**config.mk**
```make
export PLATFORM = sky130hd
export DESIGN_NAME = spare_sram_ctrl
export DESIGN_NICKNAME = d
export VERILOG_FILES = /design/src/rtl/spare_sram_ctrl.sv
export SDC_FILE = /design/constraint.sdc
export NUM_CORES = 1
export LEC_CHECK = 0
export ABC_AREA = 1
export BUFFER_PORTS_ARGS = -buffer_cell sky130_fd_sc_hd__buf_2
export CORE_ASPECT_RATIO = 1.5
export CORE_MARGIN = 4
export CORE_UTILIZATION = 54
export CTS_CLUSTER_SIZE = 25
export DETAILED_ROUTE_END_ITERATION = 12
export PLACE_DENSITY = 0.73
export SLEW_MARGIN = 20
export SYNTH_ARGS = -nofsm -noshare
export SYNTH_HDL_FRONTEND = slang
export SYNTH_SLANG_ARGS = --single-unit
```
**constraint.sdc**
```tcl
create_clock -name CLK -period 3.2 [get_ports CLK]
set_input_delay 0.16 -clock CLK [delete_from_list [all_inputs] [get_ports CLK]]
set_output_delay 0.16 -clock CLK [all_outputs]
set_load 0.03 [all_outputs]
```
**src/rtl/spare_sram_ctrl.sv**
```systemverilog
// Spare SRAM controller: block-remap table filled by BISR and access sequencer
// for the one-hot-selected spare bank array.
module spare_sram_ctrl #(
    parameter int NUM_SPARE = 25,
    parameter int ADDR_W    = 15,
    parameter int BLK_W     = ADDR_W - 7,
    parameter int CNT_W     = 5
) (
    input  logic                 CLK,
    input  logic                 RST,
    input  logic                 REPAIR_VALID,
    input  logic [BLK_W-1:0]     REPAIR_BLK,
    output logic                 REPAIR_READY,
    output logic                 REPAIR_DONE,
    output logic [1:0]           REPAIR_STATUS,
    output logic                 FULL,
    output logic [CNT_W-1:0]     USED_CNT,
    input  logic                 REQ_VALID,
    output logic                 REQ_READY,
    input  logic                 REQ_WRITE,
    input  logic [ADDR_W-1:0]    REQ_ADDR,
    input  logic [7:0]           REQ_WDATA,
    output logic                 RSP_VALID,
    output logic                 RSP_HIT,
    output logic [7:0]           RSP_RDATA,
    output logic [6:0]           MEM_ADDR,
    output logic                 MEM_CE,
    output logic                 MEM_WEB,
    output logic [NUM_SPARE-1:0] MEM_OEB,
    output logic [NUM_SPARE-1:0] MEM_CSB,
    output logic [7:0]           MEM_IDATA,
    input  logic [7:0]           SPARE_ODATA
);

    typedef enum logic [2:0] {
        S_IDLE,
        S_LOOKUP,
        S_SETUP,
        S_STROBE,
        S_READ,
        S_RESP
    } state_t;

    state_t                 state_q;
    logic [NUM_SPARE-1:0]   valid_q;
    logic [BLK_W-1:0]       tag_q [NUM_SPARE];
    logic [CNT_W-1:0]       used_cnt_q;
    logic                   full_q;
    logic                   repair_done_q;
    logic [1:0]             repair_status_q;
    logic                   rsp_valid_q;
    logic                   rsp_hit_q;
    logic [7:0]             rsp_rdata_q;
    logic [6:0]             mem_addr_q;
    logic                   mem_ce_q;
    logic                   mem_web_q;
    logic [NUM_SPARE-1:0]   mem_oeb_q;
    logic [NUM_SPARE-1:0]   mem_csb_q;
    logic [7:0]             mem_idata_q;
    logic [ADDR_W-1:0]      addr_q;
    logic [7:0]             wdata_q;
    logic                   write_q;
    logic [CNT_W-1:0]       idx_q;

    logic                   lk_hit;
    logic [CNT_W-1:0]       lk_idx;
    logic                   rp_match;
    logic [BLK_W-1:0]       req_blk;

    assign req_blk = addr_q[ADDR_W-1:7];

    // Table search for the latched request (lowest index wins) and for a repair duplicate.
    always_comb begin
        lk_hit   = 1'b0;
        lk_idx   = '0;
        rp_match = 1'b0;
        for (int i = NUM_SPARE - 1; i >= 0; i--) begin
            if (valid_q[i] && (tag_q[i] == req_blk)) begin
                lk_hit = 1'b1;
                lk_idx = CNT_W'(i);
            end
            if (valid_q[i] && (tag_q[i] == REPAIR_BLK)) begin
                rp_match = 1'b1;
            end
        end
    end

    // Handshakes are combinational; repair wins over an access in IDLE.
    assign REPAIR_READY = (state_q == S_IDLE);
    assign REQ_READY    = (state_q == S_IDLE) && !REPAIR_VALID;

    // Repair table maintenance and access strobe sequencing.
    always_ff @(posedge CLK) begin
        if (RST) begin
            state_q         <= S_IDLE;
            valid_q         <= '0;
            for (int i = 0; i < NUM_SPARE; i++) tag_q[i] <= '0;
            used_cnt_q      <= '0;
            full_q          <= 1'b0;
            repair_done_q   <= 1'b0;
            repair_status_q <= 2'b00;
            rsp_valid_q     <= 1'b0;
            rsp_hit_q       <= 1'b0;
            rsp_rdata_q     <= '0;
            mem_addr_q      <= '0;
            mem_ce_q        <= 1'b0;
            mem_web_q       <= 1'b1;
            mem_oeb_q       <= '1;
            mem_csb_q       <= '1;
            mem_idata_q     <= '0;
            addr_q          <= '0;
            wdata_q         <= '0;
            write_q         <= 1'b0;
            idx_q           <= '0;
        end else begin
            repair_done_q <= 1'b0;
            rsp_valid_q   <= 1'b0;
            case (state_q)
                S_IDLE: begin
                    if (REPAIR_VALID) begin
                        repair_done_q <= 1'b1;
                        if (rp_match) begin
                            repair_status_q <= 2'b01;
                        end else if (used_cnt_q == CNT_W'(NUM_SPARE)) begin
                            repair_status_q <= 2'b10;
                        end else begin
                            tag_q[used_cnt_q]   <= REPAIR_BLK;
                            valid_q[used_cnt_q] <= 1'b1;
                            used_cnt_q          <= used_cnt_q + CNT_W'(1);
                            full_q              <= (used_cnt_q == CNT_W'(NUM_SPARE - 1));
                            repair_status_q     <= 2'b00;
                        end
                    end else if (REQ_VALID) begin
                        addr_q  <= REQ_ADDR;
                        wdata_q <= REQ_WDATA;
                        write_q <= REQ_WRITE;
                        state_q <= S_LOOKUP;
                    end
                end
                S_LOOKUP: begin
                    idx_q <= lk_idx;
                    if (lk_hit) begin
                        mem_addr_q  <= addr_q[6:0];
                        mem_csb_q   <= ~(NUM_SPARE'(1) << lk_idx);
                        mem_web_q   <= ~write_q;
                        mem_idata_q <= wdata_q;
                        mem_ce_q    <= 1'b0;
                        state_q     <= S_SETUP;
                    end else begin
                        rsp_valid_q <= 1'b1;
                        rsp_hit_q   <= 1'b0;
                        rsp_rdata_q <= '0;
                        state_q     <= S_RESP;
                    end
                end
                S_SETUP: begin
                    mem_ce_q <= 1'b1;
                    state_q  <= S_STROBE;
                end
                S_STROBE: begin
                    mem_ce_q <= 1'b0;
                    if (write_q) begin
                        mem_csb_q   <= '1;
                        mem_web_q   <= 1'b1;
                        rsp_valid_q <= 1'b1;
                        rsp_hit_q   <= 1'b1;
                        rsp_rdata_q <= '0;
                        state_q     <= S_RESP;
                    end else begin
                        mem_oeb_q <= ~(NUM_SPARE'(1) << idx_q);
                        state_q   <= S_READ;
                    end
                end
                S_READ: begin
                    rsp_rdata_q <= SPARE_ODATA;
                    rsp_valid_q <= 1'b1;
                    rsp_hit_q   <= 1'b1;
                    mem_csb_q   <= '1;
                    mem_oeb_q   <= '1;
                    mem_web_q   <= 1'b1;
                    state_q     <= S_RESP;
                end
                S_RESP: begin
                    rsp_hit_q   <= 1'b0;
                    rsp_rdata_q <= '0;
                    state_q     <= S_IDLE;
                end
                default: state_q <= S_IDLE;
            endcase
        end
    end

    assign REPAIR_DONE   = repair_done_q;
    assign REPAIR_STATUS = repair_status_q;
    assign FULL          = full_q;
    assign USED_CNT      = used_cnt_q;
    assign RSP_VALID     = rsp_valid_q;
    assign RSP_HIT       = rsp_hit_q;
    assign RSP_RDATA     = rsp_rdata_q;
    assign MEM_ADDR      = mem_addr_q;
    assign MEM_CE        = mem_ce_q;
    assign MEM_WEB       = mem_web_q;
    assign MEM_OEB       = mem_oeb_q;
    assign MEM_CSB       = mem_csb_q;
    assign MEM_IDATA     = mem_idata_q;

endmodule
```
# == Word level (Yosys, flattened, before mapping) ==
# Memories as Yosys holds them, arrays and structs flattened.
# Index checks and enable logic that the tools add are counted.
# totals
regBits,143
ramBits,200
input_bits,44
out_inout_bits,88
wordCells,279
memories,1
# memory_table
memory,words,width,read_ports,rd_ports_with_merged_regs,wr,line_no,source
tag_q,25,8,25,0,25,46,logic [BLK_W-1:0] tag_q [NUM_SPARE];
# classes
addsub,1
n_lt_le_gt_ge,2
n_eq_ne,63
shifts,2
muxes,114
n_bitwise,8
n_reduce_logical,69
# op_table
cell,n
$eq 8x8->1,50
$mux 5,26
$mux 25,3
$pmux 25 s3,1
$mux 1,68
$logic_and 1x1->1,52
$not 25->25,2
$pmux 25 s2,1
$shl 1x5->25 const A,2
$pmux 8 s4,1
$or 25x25->25,1
$mux 8,3
$pmux 3 s5,1
$eq 5x5->1 const B,2
$ne 2x2->1 const B,5
$reduce_and 2->1,5
$mux 3,3
$pmux 1 s3,3
$reduce_and 3->1,3
$reduce_or 8->1,1
$eq 3x2->1 const B,2
$eq 3x3->1 const B,2
$lt 5x6->1 const B,1
$reduce_bool 3->1,2
other kinds (14),19

# == Logic depth before layout (Yosys ltp) ==
# Gate-level depths: netlist (run 1).
# An unclocked memory read counts as a cell.
# depth
word_depth,35
mapped_depth,35
mapped_depth_nobuf,34

# == Worst setup path after synthesis (run 1) ==
# Ideal clock, no wire load.
# synth_timing
path_type,register -> register
from,register state_q[2]
to,"memory tag_q[12][0] in the netlist's numbering, enable pin"
setup_time_ns,0.329
arrival_time_ns,2.670
required_ns,2.871
setup_slack_ns,0.201
stages_incl_launch_ff,15
path_buffers,0
synth_period_minus_slack_ns,2.999
cell_sequence,dfxtp_1 nor2_1 inv_1 nor2_1 nand2_1 a31oi_1 nand3_1 nor4_1 and2_1 nand2_2 inv_2 nand2_8 nor2_8 nand2_2 nand2_1
# synth_rtl
element,line_no,source
from (decl),44,state_t state_q;
from (signal assigned),95,state_q <= S_IDLE;
from (signal assigned),137,state_q <= S_LOOKUP;
from (signal assigned),148,state_q <= S_SETUP;
to (decl),46,

# == Final worst setup path (run 1) ==
# layout_timing
from,register addr_q[13]
to,"register mem_csb_q[1], in the netlist MEM_CSB[1]"
# layout_via
elab_chain_cells,31
word_cells_on_any_way,106
cone_classes,eq/ne: 26; shift: 1; mux: 52; bitwise: 1; reduce/logical: 26
# layout_lines
element,line_no,source
from (decl),60,logic [ADDR_W-1:0] addr_q;
from (signal assigned),111,addr_q <= '0;
from (signal assigned),134,addr_q <= REQ_ADDR;
$eq 8x8->1,78,if (valid_q[i] && (tag_q[i] == req_blk)) begin
$logic_and 1x1->1,78,
$mux 5 (25 in series),78,
$shl 1x5->25,144,mem_csb_q <= ~(NUM_SPARE'(1) << lk_idx);
$not 25->25,144,
$mux 25,142,if (lk_hit) begin
$pmux 25 s3,118,case (state_q)
to (signal assigned),144,
to (decl),58,logic [NUM_SPARE-1:0] mem_csb_q;
# Several ways; a longest one is shown, not always the timed one. The select of a mux whose other input is x is not followed.
# A chain may end at the register's enable or synchronous reset.

==> results of run 1 <==
[where the power goes]
part,internal [mW],switching [mW]
Combinational,0.863,1.55
Clock,2.36,1.73
Sequential,4.91,0.212
[cells by family after synthesis]
family / count (synthesis) / share of synthesized area [%]
simple gates: 977 / 23.1
compound gates: 434 / 14.5
buf+inv: 344 / 8.16
flops: 343 / 47.6
xor+xnor: 135 / 6.35
fa+ha+maj: 4 / 0.269
[synthesized netlist by cell type, drive strengths merged (7+ instances only)]
cell type / n
nand2: 355
o2111ai: 25
nand4: 30
a211oi: 9
xor2: 75
nor2: 390
xnor2: 60
a221oi: 27
a2111oi: 20
dfxtp: 143
nor4: 41
a21oi: 119
inv: 211
or2: 9
edfxtp: 200
o22ai: 77
nor3: 46
o21ai: 129
nand3: 97
buf: 71
o32ai: 7
clkbuf: 59
[state kept, by name, summed over array words and instances (netlist names)]
| signal | flops |
|---|---|
| idx_q | 5 |
| RSP_HIT | 1 |
| wdata_q | 8 |
| MEM_IDATA | 8 |
| MEM_OEB | 25 |
| write_q | 1 |
| valid_q | 25 |
| MEM_ADDR | 7 |
| RSP_VALID | 1 |
| addr_q | 15 |
| MEM_CSB | 25 |
| RSP_RDATA | 8 |
| tag_q | 200 |
| USED_CNT | 5 |
| MEM_CE | 1 |
| MEM_WEB | 1 |
| REPAIR_STATUS | 2 |
| state_q | 3 |
| FULL | 1 |
| REPAIR_DONE | 1 |
[layout make-up]
class / count / area (sq um) / area share (%)
diodes: 1 / 2.50 / 0.0108
inverters: 214 / 833 / 3.61
multi-input cells: 1550 / 8470 / 36.7
clock buffers: 44 / 950 / 4.11
flip-flops and latches: 343 / 8890 / 38.5
repair buffers: 408 / 3220 / 14.0
clock inverters: 18 / 189 / 0.818
well taps: 425 / 532 / 2.30
[layer usage]
layer / vias up / global-route usage [%] / part of all wire [%]
met5: - / 0 / 0
met4: 0 / 25.0 / 8.7
met3: 393 / 6.80 / 10
met2: 1271 / 58.2 / 47
met1: 8612 / 38.8 / 33
li1: 8293 / - / -
[worst max-delay path: cells and delay by family, from the launching register on]
| family | cells | cell delay, ns |
|---|---|---|
| simple gates | 26 | 2.09 |
| flops | 1 | 0.36 |
| buf+inv | 2 | 0.35 |
| xor+xnor | 1 | 0.18 |
[timing repair]
action,in CTS,in global routing
setup buffers,0,11
resized for setup,6,77
endpoints found under the setup margin,187,449
endpoints found under the hold margin,31,0
cloned,0,1
hold buffers,37,0
pin swaps,0,20
[path summary, 6_finish.rpt]
kind,from,endpoint,slack [ns]
setup reg to reg,addr_q[13]$_SDFFE_PP0P_,MEM_CSB[1]$_SDFFE_PP1P_,0.10
hold / removal,REQ_VALID,addr_q[0]$_SDFFE_PP0P_,0.02
setup / recovery,addr_q[13]$_SDFFE_PP0P_,MEM_CSB[1]$_SDFFE_PP1P_,0.10
hold reg to reg,REPAIR_STATUS[0]$_SDFFE_PP0P_,REPAIR_STATUS[0]$_SDFFE_PP0P_,0.45
==> qor.yml, run 1 <==
final_util_pct: 67.6
postRouteAntennaNets: 0
setup_viol: 0
clockBufferDepth: 3
synth_largest_area_cell: "edfxtp_1"
post_route_cells_drive_above_1_share_pct: 21.2
syn-cell-area_sq_mm: 0.0186
die_y_microns: 235
vias: 18600
drc: 0
numCtsBuffers: 34
p_per_area_mw_per_mm2: 504
clock_latency_ns: 0.54
placedInstanceArea_sq_mm: 0.0212
hold_viol_final: 0
fmax_ghz: 0.323
grt_usage_pct: 34.5
most-common-layout-cells: "nor2_1 (375), nand2_1 (313), buf_4 (202)"
clkTransAtPathRegs_ns: 0.06
core_sq_mm: 0.0342
mostFrequentLayoutCell: "nor2_1"
peakVddDrop_v: 0.000475
path_max_fanout: 5
globalplace.congestion: 1.01
rsz0062_at_grt: "true"
gr-total-overflow: 0
root_buffer: "clkbuf_16"
maxCapViolCount: 0
drt-wirelength-per-cell_microns: 22.4
outcome: "complete, no violations"
worst_slack_ns: 0.103
criticalPathCategory: "register to register"
synth_nets: 2285
hpwlAfterDp_microns: 47100
start_util_pct: 54.5
period_needed_ns: 3.10
fillers: 2671
first_global_vias: 18200
die_w_microns: 160
nets: 2599
whs_path_depth: 3
ys_top_cells_by_area: "edfxtp_1 (32%), dfxtp_1 (15%), nor2_1 (7.6%), nand2_1 (6.5%), inv_1 (3.9%)"
synth_cell_type_count: 58
grt_max_degree: 70
rows: 83
slew_headroom_pct: 35.9
ys_ff_latch: 343
cts_tree: "yes"
async_flop_share_pct: 0
synth.avg_cell_area_sq_um: 8.33
power.leakage_nw: 9.65
drt-initial-drc-count: 2012
yosysSeqAreaShare_pct: 47.6
area_growth_syn_to_layout_pct: 23.9
dieArea_sq_mm: 0.0376
crit_required_ns: 3.63
finalClockSkew_ns: 0.0225
yosysWarningCount: 0
finalNonFillerCells: 3003
whs_ns: 0.0208
end_kind: "register"
ioPinCount: 132
crit_arrival_ns: 3.53
crit_top_cell: "nand2_1"
cts_sinks: 343
critPathMaxStageDelay_ns: 0.36
dp_cells: 2891
fin_crit_sh_pct: 96.8
htreeDepth: 2
critPathSlowestCell: "dfxtp_2"
synth-main-ff-cell: "edfxtp_1"
power_mw: 11.6
synth_top_area_share_pct: 32.2
worst_pin_slew_ns: 0.961
synth_cells: 2237
critPathLaunchType: "register"
viasPerCell: 6.18
finalWirelength_microns: 67400
drtPass1Iterations: 6
tns_ns: 0
synth-edff-count: 200
fin_area_sq_mm: 0.0231
hp-class: "input port to register"
grt_pass1_wl_microns: 101000
rr_worst_depth: 29
antenna_found_initial: 1
pre_cts_ws_ns: -0.294
io_buffer_count: 131
drv_slew: 0
No activity file was read; power rests on OpenSTA's default activity.
==> run 2: changes to the inputs <==
Settings changed: CTS_BUF_LIST from default to sky130_fd_sc_hd__clkbuf_8, RECOVER_POWER from default to 25.
==> run 2 against run 1 <==
Against the previous run:
- utilization down 0.62 points
- non-clock buffer count grew 1
- sequential power hardly changed
- hold slack improved by 0.067 ns
- die area did not move
- worst setup slack worse by 0.059 ns
- largest cell class unchanged
- largest power group unchanged
==> qor.yml, run 2 (synthesis results as in run 1) <==
worst_pin_slew_ns: 0.962
crit_arrival_ns: 3.48
end_kind: "register"
min_from: "REPAIR_BLK[1]"
ioPinCount: 132
criticalPathCategory: "register to register"
grt_util_met2_pct: 58.8
viasPerCell: 6.09
largest_reg_flops: 200
hp-class: "input port to register"
dieArea_sq_mm: 0.0376
seqPwrFrac_pct: 45.9
drc: 0
postRouteAntennaNets: 0
r2r-start: "tag_q[22][0]$_SDFFCE_PN0P_"
crit_required_ns: 3.53
p_per_area_mw_per_mm2: 488
worstReg2RegEnd: "tag_q[0][1]$_SDFFCE_PN0P_"
outcome: "complete, no violations"
grt_pass1_wl_microns: 103000
finalClockSkew_ns: 0.0332
path_max_fanout: 8
period_needed_ns: 3.16
peakVddDrop_v: 0.000378
grt_max_degree: 70
rrSetupSlack_ns: 0.04
hold_viol_final: 0
numCtsBuffers: 51
grt_usage_pct: 34.8
clockPowerShare_pct: 32.8
core_sq_mm: 0.0342
drt-wirelength-per-cell_microns: 22.2
tns_ns: 0
slew_headroom_pct: 35.9
antenna_found_initial: 0
mostFrequentLayoutCell: "nor2_1"
finalWirelength_microns: 67200
whs_path_depth: 4
regMostFlops: "tag_q"
switching_power_mw: 3.51
root_buffer: "clkbuf_8"
most-common-layout-cells: "nor2_1 (376), nand2_1 (317), inv_1 (202)"
hpwlAfterDp_microns: 47100
clkTransAtPathRegs_ns: 0.06
gr-total-overflow: 0
die_w_microns: 160
use_met3_pct: 6.87
busiest_layer: "met2"
power.leakage_nw: 9.45
die_y_microns: 235
globalplace.congestion: 1.01
clock_latency_ns: 0.62
rr_worst_depth: 17
vias: 18500
rows: 83
io_buffer_count: 131
first_global_vias: 18500
whs_ns: 0.0879
drt-initial-drc-count: 1909
cts_tree: "yes"
rsz0062_at_grt: "true"
fin_crit_sh_pct: 98.6
fmax_ghz: 0.317
critPathLaunchType: "register"
area_growth_syn_to_layout_pct: 22.8
maxCapViolCount: 0
p_int_mw: 7.65
met1_usage_pct: 38.9
nets: 2617
combPwrFrac_pct: 21.3
drv_slew: 0
cts_sinks: 343
setup_viol: 0
insertedDiodeCount: 0
p_sw_share_pct: 31.4
htreeDepth: 2
whs_endpoint: "tag_q[1][1]$_SDFFCE_PN0P_"
post_route_cells_drive_above_1_share_pct: 18.3
clockBufferDepth: 3
final_util_pct: 66.9
start_util_pct: 54.5
drtPass1Iterations: 6
==> run 2: cell types whose count changed in the layout (fill, tap and decap cells not counted), sizes merged <==
cell | previous run | this run
dlygate4sd3 | 37 | 42
inv | 210 | 220
clkinv | 16 | 22
buf | 370 | 277
diode | 1 | 0
clkbuf | 45 | 148
==> run 2: through the flow <==
stage / power [mW] / setup WS [ns] / cell area (sq um) / cells
3_3_place_gp: 7.40 / -0.477 / 21200 / 2891
2_1_floorplan: 6.58 / 0.201 / 18600 / 2237
5_1_grt: 11.6 / -0.101 / 22900 / 3033
6_report: 11.2 / 0.0434 / 22900 / 3033
3_5_place_dp: 7.45 / -0.294 / 21200 / 2891
4_1_cts: 11.1 / -0.0208 / 22600 / 3025
==> run 2: worst max-delay path by stage <==
stage | startpoint | to | slack (ns)
after floorplan | state_q[2]$_SDFFE_PP0P_ | tag_q[12][0]$_SDFFCE_PN0P_ | 0.20
after global placement | REPAIR_BLK[0] | tag_q[0][3]$_SDFFCE_PN0P_ | -0.48
after detailed placement | REPAIR_BLK[0] | tag_q[0][1]$_SDFFCE_PN0P_ | -0.29
after CTS | addr_q[8]$_SDFFE_PP0P_ | MEM_CSB[16]$_SDFFE_PP1P_ | -0.02
after global routing | addr_q[7]$_SDFFE_PP0P_ | MEM_CSB[23]$_SDFFE_PP1P_ | -0.10
final | tag_q[22][0]$_SDFFCE_PN0P_ | tag_q[0][1]$_SDFFCE_PN0P_ | 0.04
==> run 2: power by group through the flow <==
stage          Combinational, mW  Clock, mW  Sequential (mW)
2_1_floorplan               1.24          0             5.34
3_3_place_gp                2.21          0             5.19
3_5_place_dp                2.25          0             5.20
4_1_cts                     2.30       3.68             5.11
5_1_grt                     2.54       3.89             5.15
6_report                    2.38       3.66             5.12
==> run 2: final cells by class <==
cell class                 count  area [sq um]
inverter                     214           823
tap                          425           532
sequential                   343          8880
multi-input combinational   1550          8490
fill                        2756         11300
timing repair buffer         409          3110
clock inverter                34           238
clock buffer                  58           798
==> run 2: critical path: stages, from the launching register on <==
cell      delay, ns
edfxtp_1       0.41
o22ai_1        0.19
a21oi_1        0.08
o221ai_1       0.08
nor4_1         0.10
buf_4          0.14
a31oi_1        0.13
buf_4          0.13
nand3_1        0.13
nor4_4         0.30
and2_4         0.22
nand2_2        0.06
inv_2          0.11
nand2_8        0.11
nor2_8         0.22
nand2_2        0.15
nand2_1        0.15
buf_12         0.14
==> run 2: what timing repair did <==
action                                  CTS  global route
endpoints found under the hold margin    34             0
pin swaps                                 0            15
gates resized for setup                   6            70
hold buffers                             42             0
setup buffers                             0             8
endpoints found under the setup margin  172           455
==> run 2: layer usage <==
layer | part of all wire (%) | vias up | routed length (microns)
met4 | 8.4 | 0 | 5680
li1 | - | 8331 | -
met2 | 48 | 1180 | 32100
met1 | 34 | 8605 | 22500
met3 | 10 | 358 | 6900
met5 | 0 | - | 0
==> run 3: changes to the inputs <==
Settings changed: GPL_TIMING_DRIVEN from default to 0.
==> run 3 against run 2 <==
Against the previous run:
- the flow now finishes with violations (capacitance limit, slew limit, setup timing)
- register-to-register slack lost 0.29 ns
- total power hardly changed
- combinational power rose by 5%
- worst setup slack worse by 0.29 ns
- first-iteration DRC count grew 31%
==> qor.yml, run 3 (synthesis results as in run 1) <==
finalClockSkew_ns: 0.0577
area_growth_syn_to_layout_pct: 20.6
rrSetupSlack_ns: -0.25
drc: 0
placedInstanceArea_sq_mm: 0.0198
critPathBufInv: 4
clkTransAtPathRegs_ns: 0.06
postRouteAntennaNets: 0
pre_cts_ws_ns: -1.30
r2r-start: "tag_q[3][3]$_SDFFCE_PN0P_"
htreeDepth: 2
rows: 83
fin_crit_sh_pct: 108
root_buffer: "clkbuf_8"
dp_cells: 2788
cp-endpoint: "tag_q[0][0]$_SDFFCE_PN0P_"
setup_viol: 427
seqCellArea_sq_mm: 0.00887
rsz0062_at_grt: "true"
die_y_microns: 235
drtPass1Iterations: 9
critPathLaunchType: "register"
cts_sinks: 343
cts_tree: "yes"
numCtsBuffers: 50
worst_pin_slew_ns: 1.65
gr-total-overflow: 0
crit_cells: 17
grt_pass1_wl_microns: 110000
core_sq_mm: 0.0342
clockBufferDepth: 3
multi_input_area_sq_mm: 0.00897
hpwlAfterDp_microns: 51800
crit_arrival_ns: 3.76
hp-class: "input port to register"
largest_reg_flops: 200
startpoint: "tag_q[3][3]$_SDFFCE_PN0P_"
criticalPathCategory: "register to register"
path_max_fanout: 8
end_kind: "register"
mostFrequentLayoutCell: "nor2_1"
drv_slew: 6
nets: 2550
p_per_area_mw_per_mm2: 497
regMostFlops: "tag_q"
clock_latency_ns: 0.64
vias: 18800
antenna_found_initial: 2
grt_usage_pct: 38.8
outcome: "finished with violations"
worstReg2RegEnd: "tag_q[0][0]$_SDFFCE_PN0P_"
drt-initial-drc-count: 2510
failed_checks: "capacitance limit, slew limit, setup timing"
first_global_vias: 18000
path_delay_family: "simple AND/OR/NAND/NOR gates"
io_buffer_count: 125
hold_viol_final: 0
start_util_pct: 54.5
viasPerCell: 6.34
critPathMaxStageDelay_ns: 0.77
critPathSlowestCell: "nor4_2"
slew_headroom_pct: -10.8
tns_ns: -55.88
min_from: "REQ_VALID"
worst_slack_ns: -0.248
maxCapViolCount: 1
power.leakage_nw: 9.24
globalplace.congestion: 1.08
fillers: 2792
fin_area_sq_mm: 0.0225
period_needed_ns: 3.45
die_w_microns: 160
grt_max_degree: 14
ioPinCount: 132
dieArea_sq_mm: 0.0376
most-common-layout-cells: "nor2_1 (371), nand2_1 (285), inv_1 (218)"
post_route_cells_drive_above_1_share_pct: 15.8
fmax_ghz: 0.290
drt-wirelength-per-cell_microns: 25.8
crit_required_ns: 3.51
finalWirelength_microns: 76800
finalNonFillerCells: 2971
whs_ns: 0.0280
rr_worst_depth: 17
peakVddDrop_v: 0.000397
crit_chain: "inv_1 > o22ai_1 > a221oi_2 > o2111ai_1 > nor4_2 > nor2_1 > o221ai_1 > nor4_2 > and2_4 > nand2_8 > inv_2 > nand2_8 > nor2_8 > buf_12 > nand2_2 > buf_6 > nor2_1"
-- run 3: cell count changes in the layout (fill, tap and decap cells not counted), moves of 8 or more --
cell | before | now
inv_1 | 202 | 218
clkbuf_1 | 88 | 135
clkbuf_2 | 1 | 10
nand2_1 | 317 | 285
buf_6 | 8 | 20
buf_4 | 197 | 54
buf_12 | 27 | 13
nand2_4 | 4 | 44
nand2_2 | 33 | 18
nand2_8 | 1 | 9
buf_2 | 44 | 61
-- run 3: timing repair --
action / in CTS / in global routing
gates cloned: 1 / 1
gates resized for setup: 134 / 95
setup buffers: 24 / 22
hold buffers: 39 / 0
pin swaps: 17 / 37
setup endpoints to repair: 478 / 420
hold endpoints to repair: 35 / 0
-- run 3: per-layer routing --
layer | up-vias | global-route usage (%) | part of all wire, %
li1 | 8212 | - | -
met2 | 1459 | 62.5 | 45
met4 | 0 | 32.9 | 11
met5 | - | 0 | 0
met3 | 487 | 9.55 | 13
met1 | 8672 | 43.0 | 32
-- run 3: final cells by class --
class,count,area share [%]
repair buffers,212,6.26
well taps,425,2.37
clock inverters,37,0.936
multi-input cells,1551,39.9
plain buffers,130,3.81
clock buffers,57,3.49
diodes,2,0.0223
inverters,214,3.66
flip-flops and latches,343,39.5
-- run 3: worst min path at each step --
stage,slack (ns),to,cells past startpoint
global placement,0.41,RSP_RDATA[5]$_SDFFE_PP0P_,3
finish,0.03,addr_q[2]$_SDFFE_PP0P_,3
detailed placement,0.42,RSP_RDATA[7]$_SDFFE_PP0P_,3
global route,0.09,addr_q[2]$_SDFFE_PP0P_,3
floorplan,0.31,RSP_RDATA[0]$_SDFFE_PP0P_,2
CTS,0.002,addr_q[2]$_SDFFE_PP0P_,3
-- run 3: where the power goes --
part           switching [mW]  internal (mW)
clock network            1.77           1.79
registers               0.198           4.91
logic                    1.73          0.766
total                    3.69           7.47
-- run 3: per-stage QoR --
step | util [%] | power [mW]
final | 65.7 | 11.2
after global routing | 65.7 | 11.5
after CTS | 64.3 | 11.0
after detailed placement | 57.9 | 7.36
after global placement | 57.9 | 7.32
after floorplan | - | 6.58
-- run 3: worst min-delay path, cell delays in order --
cell	delay [ns]
buf_1	0.21
nand3_1	0.15
a21oi_1	0.06
